**src/rtl/thread_fetch_sched.sv**
```systemverilog
// Fetch-side thread scheduler: keeps a PC and READY/WAIT state per hardware thread,
// picks one eligible thread per cycle round-robin, and reacts to issue/miss/branch/refill events.
module thread_fetch_sched #(
    parameter int unsigned N_THREADS   = 4,
    parameter int unsigned PC_W        = 32,
    parameter int unsigned INSTR_BYTES = 4
) (
    input  logic                         clk,
    input  logic                         rst,
    input  logic [PC_W-1:0]              boot_pc_i,
    output logic                         fetch_valid_o,
    output logic [$clog2(N_THREADS)-1:0] fetch_thread_o,
    output logic [PC_W-1:0]              fetch_pc_o,
    input  logic                         fb_valid_i,
    input  logic [$clog2(N_THREADS)-1:0] fb_thread_i,
    input  logic                         fb_issued_i,
    input  logic                         fb_miss_i,
    input  logic                         refill_done_i,
    input  logic [$clog2(N_THREADS)-1:0] refill_thread_i,
    input  logic                         br_taken_i,
    input  logic [$clog2(N_THREADS)-1:0] br_thread_i,
    input  logic [PC_W-1:0]              br_target_i,
    output logic [N_THREADS-1:0]         thread_waiting_o
);

    localparam int unsigned TW = $clog2(N_THREADS);

    logic [PC_W-1:0]      pc_q [N_THREADS];
    logic [PC_W-1:0]      pc_d [N_THREADS];
    logic [N_THREADS-1:0] wait_q, wait_d;
    logic [N_THREADS-1:0] outst_q, outst_d;
    logic [N_THREADS-1:0] elig;
    logic [TW-1:0]        rr_q, rr_d;
    logic [TW-1:0]        sel, idx;
    logic                 sel_vld;
    logic                 fb_hit;

    logic                 fetch_valid_q, fetch_valid_d;
    logic [TW-1:0]        fetch_thread_q, fetch_thread_d;
    logic [PC_W-1:0]      fetch_pc_q, fetch_pc_d;

    // A thread with an event landing this cycle is held back so it never fetches a stale PC.
    always_comb begin
        elig = '0;
        for (int i = 0; i < N_THREADS; i++) begin
            elig[i] = !wait_q[i] && !outst_q[i]
                      && !(br_taken_i && (br_thread_i == TW'(i)))
                      && !(fb_valid_i && (fb_thread_i == TW'(i)));
        end
    end

    // Scan rr_q+1 .. rr_q+N; the TW-bit sum wraps naturally since N_THREADS is a power of 2.
    always_comb begin
        sel     = '0;
        sel_vld = 1'b0;
        idx     = '0;
        for (int k = 1; k <= N_THREADS; k++) begin
            idx = rr_q + TW'(k);
            if (!sel_vld && elig[idx]) begin
                sel     = idx;
                sel_vld = 1'b1;
            end
        end
    end

    assign fb_hit = fb_valid_i && outst_q[fb_thread_i];

    always_comb begin
        rr_d           = sel_vld ? sel : rr_q;
        fetch_valid_d  = sel_vld;
        fetch_thread_d = sel;
        fetch_pc_d     = pc_q[sel];
        wait_d         = wait_q;
        outst_d        = outst_q;
        for (int i = 0; i < N_THREADS; i++) begin
            pc_d[i] = pc_q[i];
            if (refill_done_i && (refill_thread_i == TW'(i))) begin
                wait_d[i] = 1'b0;
            end
            // Miss is applied after refill so a same-cycle miss leaves the thread parked.
            if (fb_hit && (fb_thread_i == TW'(i))) begin
                outst_d[i] = 1'b0;
                if (fb_miss_i) begin
                    wait_d[i] = 1'b1;
                end else if (fb_issued_i) begin
                    pc_d[i] = pc_q[i] + PC_W'(INSTR_BYTES);
                end
            end
            if (br_taken_i && (br_thread_i == TW'(i))) begin
                pc_d[i] = br_target_i;
            end
            if (sel_vld && (sel == TW'(i))) begin
                outst_d[i] = 1'b1;
            end
        end
    end

    always_ff @(posedge clk) begin
        if (rst) begin
            for (int i = 0; i < N_THREADS; i++) begin
                pc_q[i] <= boot_pc_i;
            end
            wait_q         <= '0;
            outst_q        <= '0;
            rr_q           <= TW'(N_THREADS - 1);
            fetch_valid_q  <= 1'b0;
            fetch_thread_q <= '0;
            fetch_pc_q     <= '0;
        end else begin
            for (int i = 0; i < N_THREADS; i++) begin
                pc_q[i] <= pc_d[i];
            end
            wait_q         <= wait_d;
            outst_q        <= outst_d;
            rr_q           <= rr_d;
            fetch_valid_q  <= fetch_valid_d;
            fetch_thread_q <= fetch_thread_d;
            fetch_pc_q     <= fetch_pc_d;
        end
    end

    assign fetch_valid_o    = fetch_valid_q;
    assign fetch_thread_o   = fetch_thread_q;
    assign fetch_pc_o       = fetch_pc_q;
    assign thread_waiting_o = wait_q;

endmodule

```
**config.mk**
```make
export PLATFORM = sky130hd
export DESIGN_NAME = thread_fetch_sched
export DESIGN_NICKNAME = d
export VERILOG_FILES = /design/src/rtl/thread_fetch_sched.sv
export SDC_FILE = /design/constraint.sdc
export NUM_CORES = 1
export LEC_CHECK = 0
export CELL_PAD_IN_SITES_DETAIL_PLACEMENT = 2
export CELL_PAD_IN_SITES_GLOBAL_PLACEMENT = 2
export CORE_MARGIN = 2
export CORE_UTILIZATION = 30
export CTS_CLUSTER_DIAMETER = 40
export DETAILED_ROUTE_END_ITERATION = 16
export GPL_TIMING_DRIVEN = 1
export PLACE_DENSITY_LB_ADDON = 0.25
export REMOVE_ABC_BUFFERS = 1
export SLEW_MARGIN = 10
export SYNTH_ARGS = -nofsm -noshare
export SYNTH_HDL_FRONTEND = slang
export SYNTH_SLANG_ARGS = --single-unit
```
**constraint.sdc**
```tcl
create_clock -name clk -period 3.8 [get_ports clk]
set_input_delay 0.38 -clock clk [delete_from_list [all_inputs] [get_ports clk]]
set_output_delay 0.38 -clock clk [all_outputs]
set_load 0.05 [all_outputs]
```
== After elaboration in Yosys (flattened, before gate mapping) ==
Memories as Yosys holds them, arrays and structs flattened. A register that Yosys moved wholly into a read port is not among the register bits.
Index checks and enable logic that the tools add are counted.

* Add/subtract/negate cells: 7
* Muxes and demuxes: 61
* Bitwise gates (word level): 4
* Equality and inequality tests: 12
* Reduce and logical (&&, ||, !) cells: 63
* Order comparisons: 5

{| class="wikitable"
|+ Operators with widths
! kind !! number
|-
| 32-bit 2-to-1 mux || 20
|-
| 32-bit by 3-bit adder with 32-bit output, second input constant || 4
|-
| 1-bit logical AND || 36
|-
| 1-bit 2-to-1 mux || 32
|-
| 1-bit logical NOT || 19
|-
| 2-bit == test, second input constant || 8
|-
| 2-bit by 3-bit less-than comparator with 1-bit output, second input constant || 5
|-
| 1-bit binary-select mux with 2-bit select || 5
|-
| 2-bit by 1-bit == test with 1-bit output, second input constant || 4
|-
| 2-bit logical NOT || 4
|-
| 2-bit 2-to-1 mux || 4
|-
| 2-bit nonzero test || 4
|-
| 2-bit adder, second input constant || 2
|-
| 1-bit bitwise OR || 4
|-
| 2-bit by 1-bit adder with 2-bit output, second input constant || 1
|}

* Output and inout bits: 39
* Bits in writable memories: 128
* Memories: 1
* Input bits: 77
* Register bits after elaboration: 13

{| class="wikitable"
|+ Memory list
! memory !! depth !! bits a word !! read ports !! clocked after memory_dff !! write ports !! line !! RTL
|-
| pc_q || 4 || 32 || 5 || 1 || 4 || 28 || <nowiki>logic [PC_W-1:0] pc_q [N_THREADS];</nowiki>
|}

== Longest topological paths before layout ==
Gate-level depths: netlist of the first run.

* Depth in word-level cells: 20
* Gate-level depth with buffers: 10
* Depth with buffers taken out: 7

== Worst setup path before layout of the first run ==
No wires, ideal clock.

* Path kind: input -> register
* From: in fb_thread_i[1]
* To: mem pc_q[0][10], enable pin
* Cell stages on the path: 3
* Arrival: 2.303 ns
* Slack: 1.073 ns
* Cells stage by stage: nor3b_1 nand2_1 o21bai_1

{| class="wikitable"
|+ RTL lines
! element !! line !! RTL
|-
| start, declared || 15 || <nowiki>input logic [$clog2(N_THREADS)-1:0] fb_thread_i,</nowiki>
|-
| end, declared || 28 ||
|}

==> results.ini, run 1 <==
[detailed_routing]
drtIter0Drc = 521
drt-pass1-iter-count = 4
wl_per_cell_um = 26.5
viasPerCell = 5.66
wl_um = 44100
via_count = 9418
drcViolationCount = 0
antenna_left = 0

[yosys]
ys_seq_area_share_pct = 45.2
ys_ff_latch = 173
ys_types = 58
synth.area.top_cells = edfxtp_1 37%, dfxtp_1 8.6%, mux2i_1 8.0%
synthesis.area_um2 = 10500
syn-instance-count = 1089
synth_top_cell_by_area = edfxtp_1
synth_area_per_cell_um2 = 9.64
synth_edf_count = 128
synth_ff_type = edfxtp_1
synthArstFlopShare_pct = 0
synth_top_area_share_pct = 36.6
yosys_warnings = 0

[power_and_ir_drop]
internal_power_w = 0.00442
p_seq_share_pct = 37.2
leakage_nw = 4.54
powerDensity_nw_per_um2 = 568
power_frac_clock_pct = 24.3
comb_power_share_pct = 38.4
p_switching_w = 0.00288
switching_share_pct = 39.5
peakVddDrop_mv = 0.366

[timing]
finalHoldViolCount = 0
fin_crit_ps = 2970
worst_slew_pin_slew_ps = 959
setup_viol = 0
slew_viol_final = 0
period_share_pct = 78.2
clock.fmax_ghz = 0.336
rsz0062_at_grt = false
slew_headroom_pct = 35.9
fin_skew_ps = 16.1
worst_slack_ps = 827

[clock_tree]
clk_latency_ps = 450
cts_tree = yes
post_cts_buffers = 0
ctsHoldBuffers = 0
clk_pin_slew_ps = 80
cts-root-buf = clkbuf_16
clockBufferDepth = 2
post_cts_resized = 0
cts_made_buffers = 17
h-tree-depth = 4
clock_sinks = 173

[setup_path]
startpoint = pc_q[3][3]$_DFFE_PP_
crit_type = reg -> reg
cp_max_fo = 5
critPathRequiredTime_ps = 3990
timing.reg2reg.setup_slack_ps = 830
crit_path_end = pc_q[3][30]$_DFFE_PP_
worstReg2RegStart = pc_q[3][3]$_DFFE_PP_
arrival_ps = 3160
regToRegEndpoint = pc_q[3][30]$_DFFE_PP_
critPathCaptureType = flop
reg2reg_depth = 8
start_kind = flop

[final_layout]
finalNetCount = 1276
final_cell_mix = 134 x o21ai_0, 128 x edfxtp_1, 114 x clkdlybuf4s50_1
antennaDiodeCount = 0
drive_gt1_share_pct = 9.02
final_common_cell = o21ai_0
finalNonFillerCells = 1663
area_growth_pct = 22.4

[floorplanning]
die_w_um = 191
start_util_pct = 30.4
rows = 68
fp.coreArea_um2 = 34500
die_h_um = 191
die-area_um2 = 36500
io_pins = 116

[global_routing]
overflow = 0
track_usage_pct = 24.6
grt_pass1_vias = 10200
grt_pass1_wl_um = 65800
grt_max_degree = 52
antenna_found_initial = 0

[hold_path]
holdPathStages = 2
worst_hold_path_type = in -> reg

[status]
run_status = finished clean

[run]
drv_cap = 0

[placement]
hpwl_um = 31100
dpl_worst_slack_ps = 436
dp.cells = 1631
io_buffers = 115
routabilityCongestion = 0.816

registers in the layout, summed over array words and instances, names as in the netlist:
name	count
fetch_thread_o	2
thread_waiting_o	4
fetch_valid_o	1
rr_q	2
pc_q	128
fetch_pc_o	32
outst_q	4
cell families after synthesis:
logic type,count (synthesis),synth area share (%)
buf+inv,78,3.77
xor+xnor,99,8.26
simple gates,383,18.3
flops,173,45.2
fa+ha+maj,4,0.477
mux,85,8.12
compound gates,267,15.9
routing by layer:
metal  share of wire (%)  GRT usage (%)  vias up
li1                    -              -     4258
met1                  43           30.9     4873
met2                  50           43.4      223
met3                 3.2           2.72       64
met4                 3.0           8.91        0
met5                   0              0        -
worst max-delay path, stage by stage (launching register included):
cell	delay (ps)
edfxtp_1	520
ha_1	390
inv_1	110
nor4_1	310
buf_4	260
nand4_1	440
nor3_1	390
xnor2_1	160
o221ai_1	120
worst min path at each step:
| stage | start | endpoint |
|---|---|---|
| finish | rst | pc_q[1][29]$_DFFE_PP_ |
| floorplan | rst | outst_q[1]$_SDFFE_PP0P_ |
| detailed placement | pc_q[1][1]$_DFFE_PP_ | fetch_pc_o[1]$_SDFF_PP0_ |
| global placement | pc_q[3][0]$_DFFE_PP_ | fetch_pc_o[0]$_SDFF_PP0_ |
| CTS | rst | pc_q[1][29]$_DFFE_PP_ |
| global route | rst | pc_q[1][29]$_DFFE_PP_ |
power groups by stage:
| stage | registers [W] | logic (W) | clock network, W |
|---|---|---|---|
| after global routing | 0.00275 | 0.00299 | 0.00186 |
| after detailed placement | 0.00275 | 0.00280 | 0 |
| after CTS | 0.00272 | 0.00282 | 0.00179 |
| final | 0.00272 | 0.00281 | 0.00178 |
| after floorplan | 0.00309 | 0.00148 | 0 |
| after global placement | 0.00275 | 0.00272 | 0 |
area by class of cell:
type	count	area, um2
Timing Repair Buffer	152	1500
Clock inverter	13	103
Multi-Input combinational cell	838	5420
Sequential cell	173	4740
Fill cell	3789	21700
Inverter	13	48.8
Clock buffer	19	464
Tap cell	455	569
synthesized netlist by cell type, types with 2 or more instances:
master    number
edfxtp_1     128
or4_4          2
ha_1           4
nand3b_1       3
xor2_1        42
o21ai_1        2
nor4_2         3
buf_4          2
o21ai_0      134
nor3b_1        2
buf_8          4
and4_1        12
o221ai_1      21
a21oi_1       47
nor3_1        19
buf_2          9
and2_1         8
o211ai_1       5
nand2b_1       4
o21a_1         6
nand4_1       28
inv_1         13
o31a_1         3
nor2b_1        3
xnor2_1       57
o31ai_1        2
o22ai_1       13
and3b_1        4
a31oi_1        4
nor4_1        16
and3_1        12
nor2_1        88
buf_6          5
nand3_1       51
o22ai_2       19
dfxtp_1       45
nand2_1      112
or3_1          8
a32oi_1        2
mux2i_1       84
o21bai_1       4
clkbuf_1      43
metrics by stage:
stage | setup TNS [ps] | utilization (%) | power (W) | cell area, um2 | hold WS [ps]
floorplan | -91440 | - | 0.00457 | 10200 | 449
global placement | 0 | 35.6 | 0.00548 | 12300 | 518
detailed placement | 0 | 35.6 | 0.00556 | 12300 | 529
CTS | 0 | 37.2 | 0.00733 | 12900 | 407
global route | 0 | 37.2 | 0.00760 | 12900 | 428
finish | 0 | 37.2 | 0.00730 | 12900 | 423
No activity file was read; power rests on OpenSTA's default activity.
==> run 2: changes to the inputs <==
Clock period 3.8 ns to 3.1 ns, I/O delays scaled along.
==> results.ini, run 2 (same netlist as run 1, synthesis figures left out) <==
[clock_tree]
post_cts_buffers = 0
clk_pin_slew_ps = 70
ctsHoldBuffers = 0
clk_latency_ps = 450
post_cts_resized = 0
cts-root-buf = clkbuf_16
h-tree-depth = 4
cts_made_buffers = 17
clock_sinks = 173
clockBufferDepth = 2
cts_tree = yes

[run]
drv_cap = 0

[detailed_routing]
drtIter0Drc = 605
dr_wl_met3_um = 1350
viasPerCell = 5.61
via_count = 9443
antenna_left = 0
top_layer_used = met4
wl_met2_um = 22600
drt-pass1-iter-count = 6
m1WireLength_um = 19200
drcViolationCount = 0
wl_um = 43900
wl_per_cell_um = 26.1

[power_and_ir_drop]
peakVddDrop_mv = 0.432
powerDensity_nw_per_um2 = 687
leakage_nw = 4.60

[final_layout]
antennaDiodeCount = 0
finalNonFillerCells = 1682
final_cell_mix = 134 x o21ai_0, 128 x edfxtp_1, 114 x clkdlybuf4s50_1
fin_area_um2 = 13000
largest_reg_flops = 128
drive_gt1_share_pct = 10.1
utilization_pct = 37.5
area_growth_pct = 23.4
fill_cells = 3825
regMostFlops = pc_q
final_common_cell = o21ai_0
finalNetCount = 1296

[timing]
rsz0062_at_grt = false
fin_skew_ps = 14.4
finalHoldViolCount = 0
slew_headroom_pct = 52.4
worst_slew_pin_slew_ps = 709
fin_hold_ws_ps = 471
fin_setup_tns_ps = 0
period_share_pct = 91.3
setup_viol = 0
fin_crit_ps = 2830
clock.fmax_ghz = 0.353
slew_viol_final = 0

[global_routing]
grt_max_degree = 102
track_usage_pct = 24.5
overflow = 0
antenna_found_initial = 0
grt_pass1_wl_um = 66100
grt_pass1_vias = 10300

[floorplanning]
start_util_pct = 30.4
die_w_um = 191
io_pins = 116
fp.coreArea_um2 = 34500
die_h_um = 191
die-area_um2 = 36500
rows = 68

[setup_path]
arrival_ps = 3000
critPathRequiredTime_ps = 3270
reg2reg_depth = 6
crit_type = reg -> reg
cp_max_fo = 6
start_kind = flop
critPathCaptureType = flop

[placement]
routabilityCongestion = 0.798
dp.cells = 1651
hpwl_um = 30900
placed_area_um2 = 12400
io_buffers = 115

[hold_path]
holdPathStages = 3
worst_hold_path_type = in -> reg

[status]
run_status = finished clean

[run 2: changes by cell type in the layout (fill, tap and decap cells not counted), sizes merged]
cell,change
clkinv,-1
clkbuf,+1
clkinvlp,+3
bufinv,+1
inv,-5
buf,+20
[run 2: path summary, 6_finish.rpt]
kind / slack, ps / endpoint / from
worst max register to register: 270 / pc_q[3][29]$_DFFE_PP_ / pc_q[3][6]$_DFFE_PP_
worst min register to register: 520 / thread_waiting_o[2]$_SDFF_PP0_ / thread_waiting_o[2]$_SDFF_PP0_
worst min-delay path: 470 / thread_waiting_o[1]$_SDFF_PP0_ / rst
worst max-delay path: 270 / pc_q[3][29]$_DFFE_PP_ / pc_q[3][6]$_DFFE_PP_
[run 2: power breakdown]
| group | switching [W] | total, W | internal (W) | leakage [nW] |
|---|---|---|---|---|
| Sequential | 0.000377 | 0.00331 | 0.00293 | 1.66 |
| Clock | 0.000992 | 0.00211 | 0.00112 | 0.255 |
| Combinational | 0.00209 | 0.00348 | 0.00139 | 2.69 |
[run 2: through the flow]
step / setup slack [ps] / total power (W)
3_5_place_dp: 103 / 0.00682
4_1_cts: 224 / 0.00894
5_1_grt: 4.71 / 0.00926
3_3_place_gp: 170 / 0.00672
6_report: 268 / 0.00890
2_1_floorplan: -3100 / 0.00539
[run 2: worst max-delay path: stages, from the launching register on]
cell,delay (ps)
edfxtp_1,460
nand4_1,260
nor4_2,610
and4_1,610
nand3_1,170
mux2i_1,250
o311ai_0,170
[run 2: layout make-up]
cell class              instances  area [um2]  area share, %
repair buffers                172        1630           12.6
clock inverters                11        95.1          0.734
flip-flops and latches        173        4740           36.6
clock buffers                  20         447           3.45
well taps                     455         569           4.40
inverters                      13        48.8          0.377
multi-input cells             838        5420           41.9
[run 2: per-layer routing]
metal  GRT usage [%]  vias to the layer above
li1                -                     4296
met5               0                        -
met4            6.33                        0
met2            44.6                      197
met3            2.92                       34
met1            30.7                     4916
==> run 3: changes to the inputs <==
Settings changed: CTS_BUF_LIST set to sky130_fd_sc_hd__clkbuf_4.
Clock period 3.1 ns to 2.9 ns, I/O delays scaled along.
==> results.ini, run 3 (same netlist as run 1, synthesis figures left out) <==
[placement]
routabilityCongestion = 0.807
io_buffers = 115
hpwl_um = 31600

[timing]
fin_crit_ps = 2580
setup_viol = 0
finalHoldViolCount = 0
worst_slew_pin_slew_ps = 683
clock.fmax_ghz = 0.387
fin_skew_ps = 43.0
slew_viol_final = 0
rsz0062_at_grt = false
period_share_pct = 89.1
slew_headroom_pct = 54.5
fin_setup_tns_ps = 0

[power_and_ir_drop]
p_seq_share_pct = 38.6
comb_power_share_pct = 41.9
p_switching_w = 0.00365
peakVddDrop_mv = 0.484
leakage_nw = 4.63
powerDensity_nw_per_um2 = 706
switching_share_pct = 40.0
power_frac_clock_pct = 19.5
internal_power_w = 0.00547

[setup_path]
crit_path_end = pc_q[3][30]$_DFFE_PP_
crit_type = reg -> reg
critPathCaptureType = flop
startpoint = pc_q[3][2]$_DFFE_PP_
timing.reg2reg.setup_slack_ps = 320
arrival_ps = 2980
start_kind = flop
reg2reg_depth = 9
worstReg2RegStart = pc_q[3][2]$_DFFE_PP_
critPathRequiredTime_ps = 3290
cp_max_fo = 5
regToRegEndpoint = pc_q[3][30]$_DFFE_PP_

[floorplanning]
io_pins = 116
die_h_um = 191
start_util_pct = 30.4
die_w_um = 191
rows = 68
fp.coreArea_um2 = 34500
die-area_um2 = 36500

[detailed_routing]
viasPerCell = 5.62
drcViolationCount = 0
wl_um = 43900
via_count = 9555
antenna_left = 0
drtIter0Drc = 595
wl_per_cell_um = 25.8
drt-pass1-iter-count = 5

[final_layout]
area_growth_pct = 23.0
drive_gt1_share_pct = 11.7
utilization_pct = 37.4
final_cell_mix = 134 x o21ai_0, 128 x edfxtp_1, 114 x clkdlybuf4s50_1
finalNetCount = 1313
regMostFlops = pc_q
final_common_cell = o21ai_0
largest_reg_flops = 128

[clock_tree]
h-tree-depth = 4
post_cts_resized = 0
post_cts_buffers = 0
clk_pin_slew_ps = 200
ctsHoldBuffers = 0
cts-root-buf = clkbuf_4
clk_latency_ps = 620
clock_sinks = 173
cts_made_buffers = 17
cts_tree = yes
clockBufferDepth = 2

[hold_path]
worst_hold_path_type = in -> reg
holdPathStages = 3

[global_routing]
antenna_found_initial = 1
grt_pass1_vias = 10200
overflow = 0
track_usage_pct = 24.4
grt_max_degree = 64
grt_pass1_wl_um = 65800

[status]
run_status = finished clean

[run]
drv_cap = 0

[run 3: cell types whose count changed in the layout (fill, tap and decap cells not counted), moves of 2 or more]
cell and delta:
clkbuf_1 -2, clkinvlp_4 -3, bufinv_16 +4, clkbuf_16 -17, buf_12 +2, clkbuf_4 +18, inv_6 +2, clkinv_1 -2
buf_4 +15, inv_4 +3
[run 3: power groups by stage]
stage | sequential, W | combinational (W) | clock, W
finish | 0.00352 | 0.00382 | 0.00178
global placement | 0.00357 | 0.00368 | 0
floorplan | 0.00418 | 0.00168 | 0
global route | 0.00356 | 0.00406 | 0.00190
CTS | 0.00352 | 0.00383 | 0.00183
detailed placement | 0.00357 | 0.00381 | 0
[run 3: worst min-delay path by stage]
stage	from	end	slack, ps
6_report	rst	pc_q[1][3]$_DFFE_PP_	290
5_1_grt	rst	pc_q[0][3]$_DFFE_PP_	260
4_1_cts	rst	pc_q[1][3]$_DFFE_PP_	250
3_5_place_dp	outst_q[1]$_SDFFE_PP0P_	outst_q[1]$_SDFFE_PP0P_	500
3_3_place_gp	outst_q[1]$_SDFFE_PP0P_	outst_q[1]$_SDFFE_PP0P_	500
2_1_floorplan	rst	outst_q[1]$_SDFFE_PP0P_	360
[run 3: stage by stage]
step / setup slack (ps) / instances / hold slack [ps] / power (W) / instance area [um2]
after detailed placement: -48.1 / 1668 / 505 / 0.00738 / 12600
after global placement: 20.3 / 1668 / 498 / 0.00725 / 12600
after global routing: 144 / 1701 / 264 / 0.00953 / 12900
after floorplan: -3280 / 1024 / 359 / 0.00585 / 10200
after CTS: 314 / 1700 / 251 / 0.00918 / 12900
final: 316 / 1701 / 295 / 0.00912 / 12900
[run 3: layout make-up]
cell class	instances	area [um2]
multi-input combinational	838	5420
clock buffer	18	135
timing repair buffer	189	1780
tap	455	569
sequential	173	4740
antenna	1	2.50
fill	3788	21600
clock inverter	14	213
inverter	13	48.8
[run 3: routing by layer]
metal,GRT usage [%],routed length (um)
met4,7.49,1210
met1,31.2,19300
met5,0,0
met2,42.1,21700
met3,3.69,1680
[run 3: worst max-delay path: stages (launching register included)]
cell and delay, ps:
edfxtp_1 580, ha_1 240, inv_1 60, nor4_1 300
buf_4 260, nand4_1 110, buf_4 200, nor3_1 300
xnor2_1 170, o221ai_1 120
